## src/rtl/pi_code_ctrl.sv

```systemverilog
// CDR phase-interpolator loop filter: majority-votes bang-bang PD samples per window,
// runs a proportional + integral path and steps the wrap-around PI phase code.
module pi_code_ctrl #(
    parameter int CODE_MAX = 360,
    parameter int VOTE_LEN = 8,
    parameter int VOTE_TH  = 2,
    parameter int KP_STEP  = 1,
    parameter int FREQ_W   = 12,
    parameter int KI_SHIFT = 4,
    parameter int MAX_STEP = 45,
    parameter int LOCK_WIN = 16
) (
    input  logic       clk,
    input  logic       rst,
    input  logic       pd_valid,
    input  logic       up,
    input  logic       dn,
    input  logic       freeze,
    input  logic       load,
    input  logic [8:0] load_code,
    output logic [8:0] code,
    output logic       code_valid,
    output logic       locked
);

    localparam int VW = $clog2(VOTE_LEN + 1) + 1;
    localparam int SW = (VOTE_LEN > 1) ? $clog2(VOTE_LEN) : 1;
    localparam int LW = $clog2(LOCK_WIN + 1);
    localparam int AW = FREQ_W + 4;

    localparam logic signed [FREQ_W-1:0] FREQ_ONE = FREQ_W'(1);
    localparam logic signed [FREQ_W-1:0] FREQ_SAT = FREQ_W'((2 ** (FREQ_W - 1)) - 1);
    localparam logic signed [AW-1:0]     STEP_LIM = AW'(MAX_STEP);
    localparam logic signed [AW-1:0]     CODE_LIM = AW'(CODE_MAX);
    localparam logic signed [AW-1:0]     KP_W     = AW'(KP_STEP);
    localparam logic [SW-1:0]            LAST_CNT = SW'(VOTE_LEN - 1);
    localparam logic [LW-1:0]            LOCK_MAX = LW'(LOCK_WIN);

    logic signed [VW-1:0]     vote_acc;
    logic [SW-1:0]            sample_cnt;
    logic signed [FREQ_W-1:0] freq_acc;
    logic [LW-1:0]            lock_cnt;
    logic signed [1:0]        prev_dec;
    logic                     pend_valid;
    logic signed [1:0]        pend_dec;

    logic signed [1:0]        sample_vote;
    logic signed [VW-1:0]     vote_next;
    logic                     window_close;
    logic signed [1:0]        dec;
    logic signed [FREQ_W-1:0] freq_next;
    logic [LW-1:0]            lock_next;
    logic signed [AW-1:0]     step_raw;
    logic signed [AW-1:0]     step;
    logic signed [AW-1:0]     code_sum;
    logic signed [AW-1:0]     code_wrap;
    logic [8:0]               load_wrap;

    // Window vote, decision and the integral / lock updates taken at window close.
    always_comb begin
        sample_vote = 2'sb00;
        if (up && !dn)
            sample_vote = 2'sb01;
        else if (dn && !up)
            sample_vote = 2'sb11;
        vote_next    = vote_acc + VW'(sample_vote);
        window_close = pd_valid && !freeze && (sample_cnt == LAST_CNT);

        dec = 2'sb00;
        if (vote_next >= VOTE_TH)
            dec = 2'sb01;
        else if (vote_next <= -VOTE_TH)
            dec = 2'sb11;

        freq_next = freq_acc;
        if (dec == 2'sb01 && freq_acc != FREQ_SAT)
            freq_next = freq_acc + FREQ_ONE;
        else if (dec == 2'sb11 && freq_acc != -FREQ_SAT)
            freq_next = freq_acc - FREQ_ONE;

        lock_next = lock_cnt;
        if (dec != 2'sb00 && dec == prev_dec)
            lock_next = '0;
        else if (lock_cnt != LOCK_MAX)
            lock_next = lock_cnt + LW'(1);
    end

    // Step from the pending decision, using the already-updated integrator.
    always_comb begin
        step_raw = AW'(pend_dec) * KP_W + AW'(freq_acc >>> KI_SHIFT);
        step     = step_raw;
        if (step_raw > STEP_LIM)
            step = STEP_LIM;
        else if (step_raw < -STEP_LIM)
            step = -STEP_LIM;

        code_sum  = AW'($signed({1'b0, code})) + step;
        code_wrap = code_sum;
        if (code_sum >= CODE_LIM)
            code_wrap = code_sum - CODE_LIM;
        else if (code_sum[AW-1])
            code_wrap = code_sum + CODE_LIM;

        load_wrap = load_code;
        if (load_code >= 9'(CODE_MAX))
            load_wrap = load_code - 9'(CODE_MAX);
    end

    // Load beats freeze, which beats normal voting; freeze also drops any pending step.
    always_ff @(posedge clk or posedge rst) begin
        if (rst) begin
            code       <= '0;
            code_valid <= 1'b0;
            locked     <= 1'b0;
            vote_acc   <= '0;
            sample_cnt <= '0;
            freq_acc   <= '0;
            lock_cnt   <= '0;
            prev_dec   <= 2'sb00;
            pend_valid <= 1'b0;
            pend_dec   <= 2'sb00;
        end else begin
            code_valid <= 1'b0;
            if (load) begin
                code       <= load_wrap;
                code_valid <= 1'b1;
                locked     <= 1'b0;
                vote_acc   <= '0;
                sample_cnt <= '0;
                freq_acc   <= '0;
                lock_cnt   <= '0;
                prev_dec   <= 2'sb00;
                pend_valid <= 1'b0;
            end else if (freeze) begin
                pend_valid <= 1'b0;
            end else begin
                pend_valid <= 1'b0;
                if (pend_valid && step != '0) begin
                    code       <= code_wrap[8:0];
                    code_valid <= 1'b1;
                end
                if (window_close) begin
                    vote_acc   <= '0;
                    sample_cnt <= '0;
                    freq_acc   <= freq_next;
                    prev_dec   <= dec;
                    lock_cnt   <= lock_next;
                    locked     <= (lock_next == LOCK_MAX);
                    pend_valid <= 1'b1;
                    pend_dec   <= dec;
                end else if (pd_valid) begin
                    vote_acc   <= vote_next;
                    sample_cnt <= sample_cnt + SW'(1);
                end
            end
        end
    end

endmodule

```

## config.mk

```make
export PLATFORM = sky130hd
export DESIGN_NAME = pi_code_ctrl
export DESIGN_NICKNAME = d
export VERILOG_FILES = /design/src/rtl/pi_code_ctrl.sv
export SDC_FILE = /design/constraint.sdc
export NUM_CORES = 1
export LEC_CHECK = 0
export BUFFER_PORTS_ARGS = -buffer_cell sky130_fd_sc_hd__clkbuf_2
export CORE_ASPECT_RATIO = 1.2
export CORE_MARGIN = 2
export CORE_UTILIZATION = 56
export DETAILED_ROUTE_END_ITERATION = 7
export PLACE_DENSITY = 0.83
export SETUP_SLACK_MARGIN = 0.3
export SLEW_MARGIN = 5
export SYNTH_ARGS = -nofsm -noshare
export SYNTH_HDL_FRONTEND = slang
export SYNTH_SLANG_ARGS = --single-unit
```

## constraint.sdc

```tcl
create_clock -name clk -period 4.75 [get_ports clk]
set_input_delay 0.475 -clock clk [delete_from_list [all_inputs] [get_ports clk]]
set_output_delay 0.475 -clock clk [all_outputs]
set_load 0.1 [all_outputs]
```

==> impl_metrics.toml <==
[run]
maxCapViolCount = 0

[layout]
syn_to_final_growth_pct = 25.0
final_cells = 634
num_antenna_cells = 0
regArea_um2 = 1030
final_nets = 608
multiInputGateArea_um2 = 3150
drive_gt1_share_pct = 26.1
fillCellCount = 502

[setup_path]
rr_worst_depth = 20
crit_arrival_ns = 5.02
crit_chain = "fa_2 -> a21oi_4 -> o2111ai_2 -> a21oi_1 -> a21oi_1 -> o21ai_1 -> o21ai_1 -> o21a_1 -> or3b_4 -> ha_4 -> inv_2 -> fa_2 -> and2b_2 -> o2111a_2 -> or3_4 -> o2111ai_4 -> a21bo_2 -> a211oi_2 -> or4_1 -> a32oi_1"
r2r-start = "pend_dec[1]"
crit_path_max_fanout = 8
criticalPathCategory = "flip-flop to flip-flop"
critPathLaunchType = "flip-flop"
reg2reg_to = "code[6]"
max_stage_delay_ns = 0.53
r2r_slack_ns = -0.05
crit_slowest_cell = "dfrtp_2"
worstSetupEndpointType = "flip-flop"
crit_required_ns = 4.97

[grt]
grt_first_pass_wirelength_um = 18500
grt_usage_pct = 30.0
overflow = 0
grt_start_max_net_pins = 42
antenna_found_initial = 0
grt_pass1_vias = 4214

[floorplan]
die_w_um = 81.1
die_height_um = 96.5
die_area_um2 = 7820
start_util_pct = 58.2
rows = 33
ios = 27
core_um2 = 6850

[synth]
syn_inst = 474
synth.distinct_cells = 67
mappedNetlistNets = 535
synth_top_area_cell = "dfrtp_1"
ys.flop_type = "dfrtp_1"
synth_top_area_share_pct = 25.7
avgSynthCellArea_um2 = 8.42
synth_seq_cells = 41
syn_area_um2 = 3990
ys_top_cells_by_count = "dfrtp_1 (41), ha_1 (41), nor2_1 (38)"
synthTopCellsByArea = "dfrtp_1 (26%), ha_1 (13%), a21oi_1 (3.6%)"
async_flop_share_pct = 100
synth_edf_count = 0
yosysWarnings = 0
synth-seq-area-share_pct = 25.7

[timing]
rsz0062_at_grt = "true"
tightestPinTransition_ns = 1.02
period_share_pct = 101
fmax_ghz = 0.208
post-route-min-period_ns = 4.80
finalWorstSetupSlack_ns = -0.0548
setup_tns_ns = -0.0593
hold_viol_final = 0
slew_violations = 0
clock_skew_ns = 0.00941
finalSetupViolCount = 2
relSlewSlack_pct = 31.7

[drt]
finalWirelength_um = 11200
drtIter0Drc = 224
via_per_inst = 6.45
drc = 0
wl_per_cell_um = 17.6
vias = 4091
ant_nets = 0
drt-pass1-iter-count = 4

[power_and_ir_drop]
cellLeakagePower_nw = 2.32
p_total_mw = 1.50
powerDensity_nw_per_um2 = 301
ir_worst_vdd_v = 0.000240

[cts]
cts_sinks = 41
postCtsHoldBufs = 0
cts_buffers = 5
clock_path_buffers = 2
cts-root-buf = "clkbuf_8"
ctsHtreeMaxLevel = 2
clk_pin_slew_ns = 0.08
tritoncts = "yes"
clk_latency_ns = 0.30

[place]
place_inst = 615
port_buffers = 26
dpl.hpwl_um = 8020
gp_congestion = 0.901

[outcome]
status = "finished, violations left"
violations = "negative setup slack"

[min_path]
holdCritPathClass = "input port to async pin"
area by class of cell:
type | count | area share (%)
multi-input combinational | 393 | 63.1
sequential | 41 | 20.6
timing repair buffer | 75 | 9.99
inverter | 31 | 2.33
tap | 87 | 2.18
clock buffer | 6 | 1.66
clock inverter | 1 | 0.151
logic make-up (layout without fill, tap and decap cells):
logic type	Yosys count	in the layout	share of synthesized area, %
flip-flops	41	41	25.7
AO/OA/AOI/OAI	160	160	28.1
multiplexers	8	8	2.13
adder cells (fa/ha/maj)	45	45	14.9
XOR/XNOR	24	24	5.27
buffers and inverters	40	113	4.01
AND/OR/NAND/NOR	156	156	19.9
metrics by stage:
| step | hold slack [ns] | setup slack (ns) | util, % | cell area [um^2] |
|---|---|---|---|---|
| floorplan | 0.485 | 0.0896 | - | 4080 |
| global placement | 0.491 | -0.163 | 66.5 | 4560 |
| detailed placement | 0.504 | -0.281 | 66.5 | 4560 |
| CTS | 0.295 | 0.106 | 71.5 | 4900 |
| global route | 0.351 | -0.228 | 72.7 | 4990 |
| finish | 0.267 | -0.0548 | 72.7 | 4990 |
state kept, by name, indices dropped and copies added (netlist names):
| register | count |
|---|---|
| locked | 1 |
| pend_dec | 2 |
| sample_cnt | 3 |
| freq_acc | 12 |
| code | 9 |
| prev_dec | 2 |
| code_valid | 1 |
| lock_cnt | 5 |
| pend_valid | 1 |
| vote_acc | 5 |
layout by cell type, fill, tap and decap left out, types with 4 or more instances in the layout:
cell      netlist  final
buf_4           0     49
dfrtp_1        41     40
nor2_1         38     38
nand2_1        36     36
ha_1           41     33
inv_1          30     28
a21oi_1        29     27
clkbuf_2        0     26
o21ai_0        26     21
nand3_1        16     15
a21o_1         14     14
xnor2_1        15     13
nor2b_1        11     11
o21ai_1        10     11
nor3_1          9      9
xor2_1          9      8
ha_4            0      7
and3_1          6      6
clkbuf_8        0      6
o21a_1          5      5
or3_1           6      5
a22o_1          5      5
o31ai_1         6      5
a22oi_1         5      5
and2_1          4      4
a31oi_1         5      4
mux2i_1         4      4
nand2b_1        4      4
o211ai_1        4      4
nor4b_1         4      4
a211oi_2        4      4
a211oi_1        7      4
nor4_1          5      4
mux2_2          4      4
critical path: cells and delay by family (launching register included):
kind                     cells  cell delay, ns
AO/OA/AOI/OAI               12            1.85
AND/OR/NAND/NOR              4            1.49
adder cells (fa/ha/maj)      3            0.81
flip-flops                   1            0.53
buffers and inverters        1            0.05
worst max-delay path by stage:
stage / startpoint / to / slack [ns] / depth (start not counted)
final: pend_dec[1] / code[6] / -0.05 / 20
after global routing: pend_dec[1] / code[8] / -0.23 / 22
after detailed placement: up / freq_acc[11] / -0.28 / 19
after CTS: pend_dec[1] / code[4] / 0.11 / 22
after global placement: up / freq_acc[11] / -0.16 / 19
after floorplan: freq_acc[4] / code[6] / 0.09 / 21
timing repair:
item                       4_1_cts  5_1_grt
gates resized for setup         30       13
setup endpoints to repair        7        7
buffers inserted                 9        3
pin swaps                       20       10
power by group:
part | leakage (nW) | switching [mW] | total, mW | internal [mW]
Clock | 0.0433 | 0.123 | 0.238 | 0.115
Sequential | 0.543 | 0.0340 | 0.410 | 0.376
Combinational | 1.73 | 0.491 | 0.854 | 0.363
layer usage:
layer	part of all wire, %	up-vias	global-route usage [%]
met5	0	-	0
met4	3.3	0	14.5
met3	4.2	36	3.90
met2	53	130	55.4
met1	40	2003	33.7
li1	-	1922	-
Note: power is estimated with default switching activity, not from simulation.
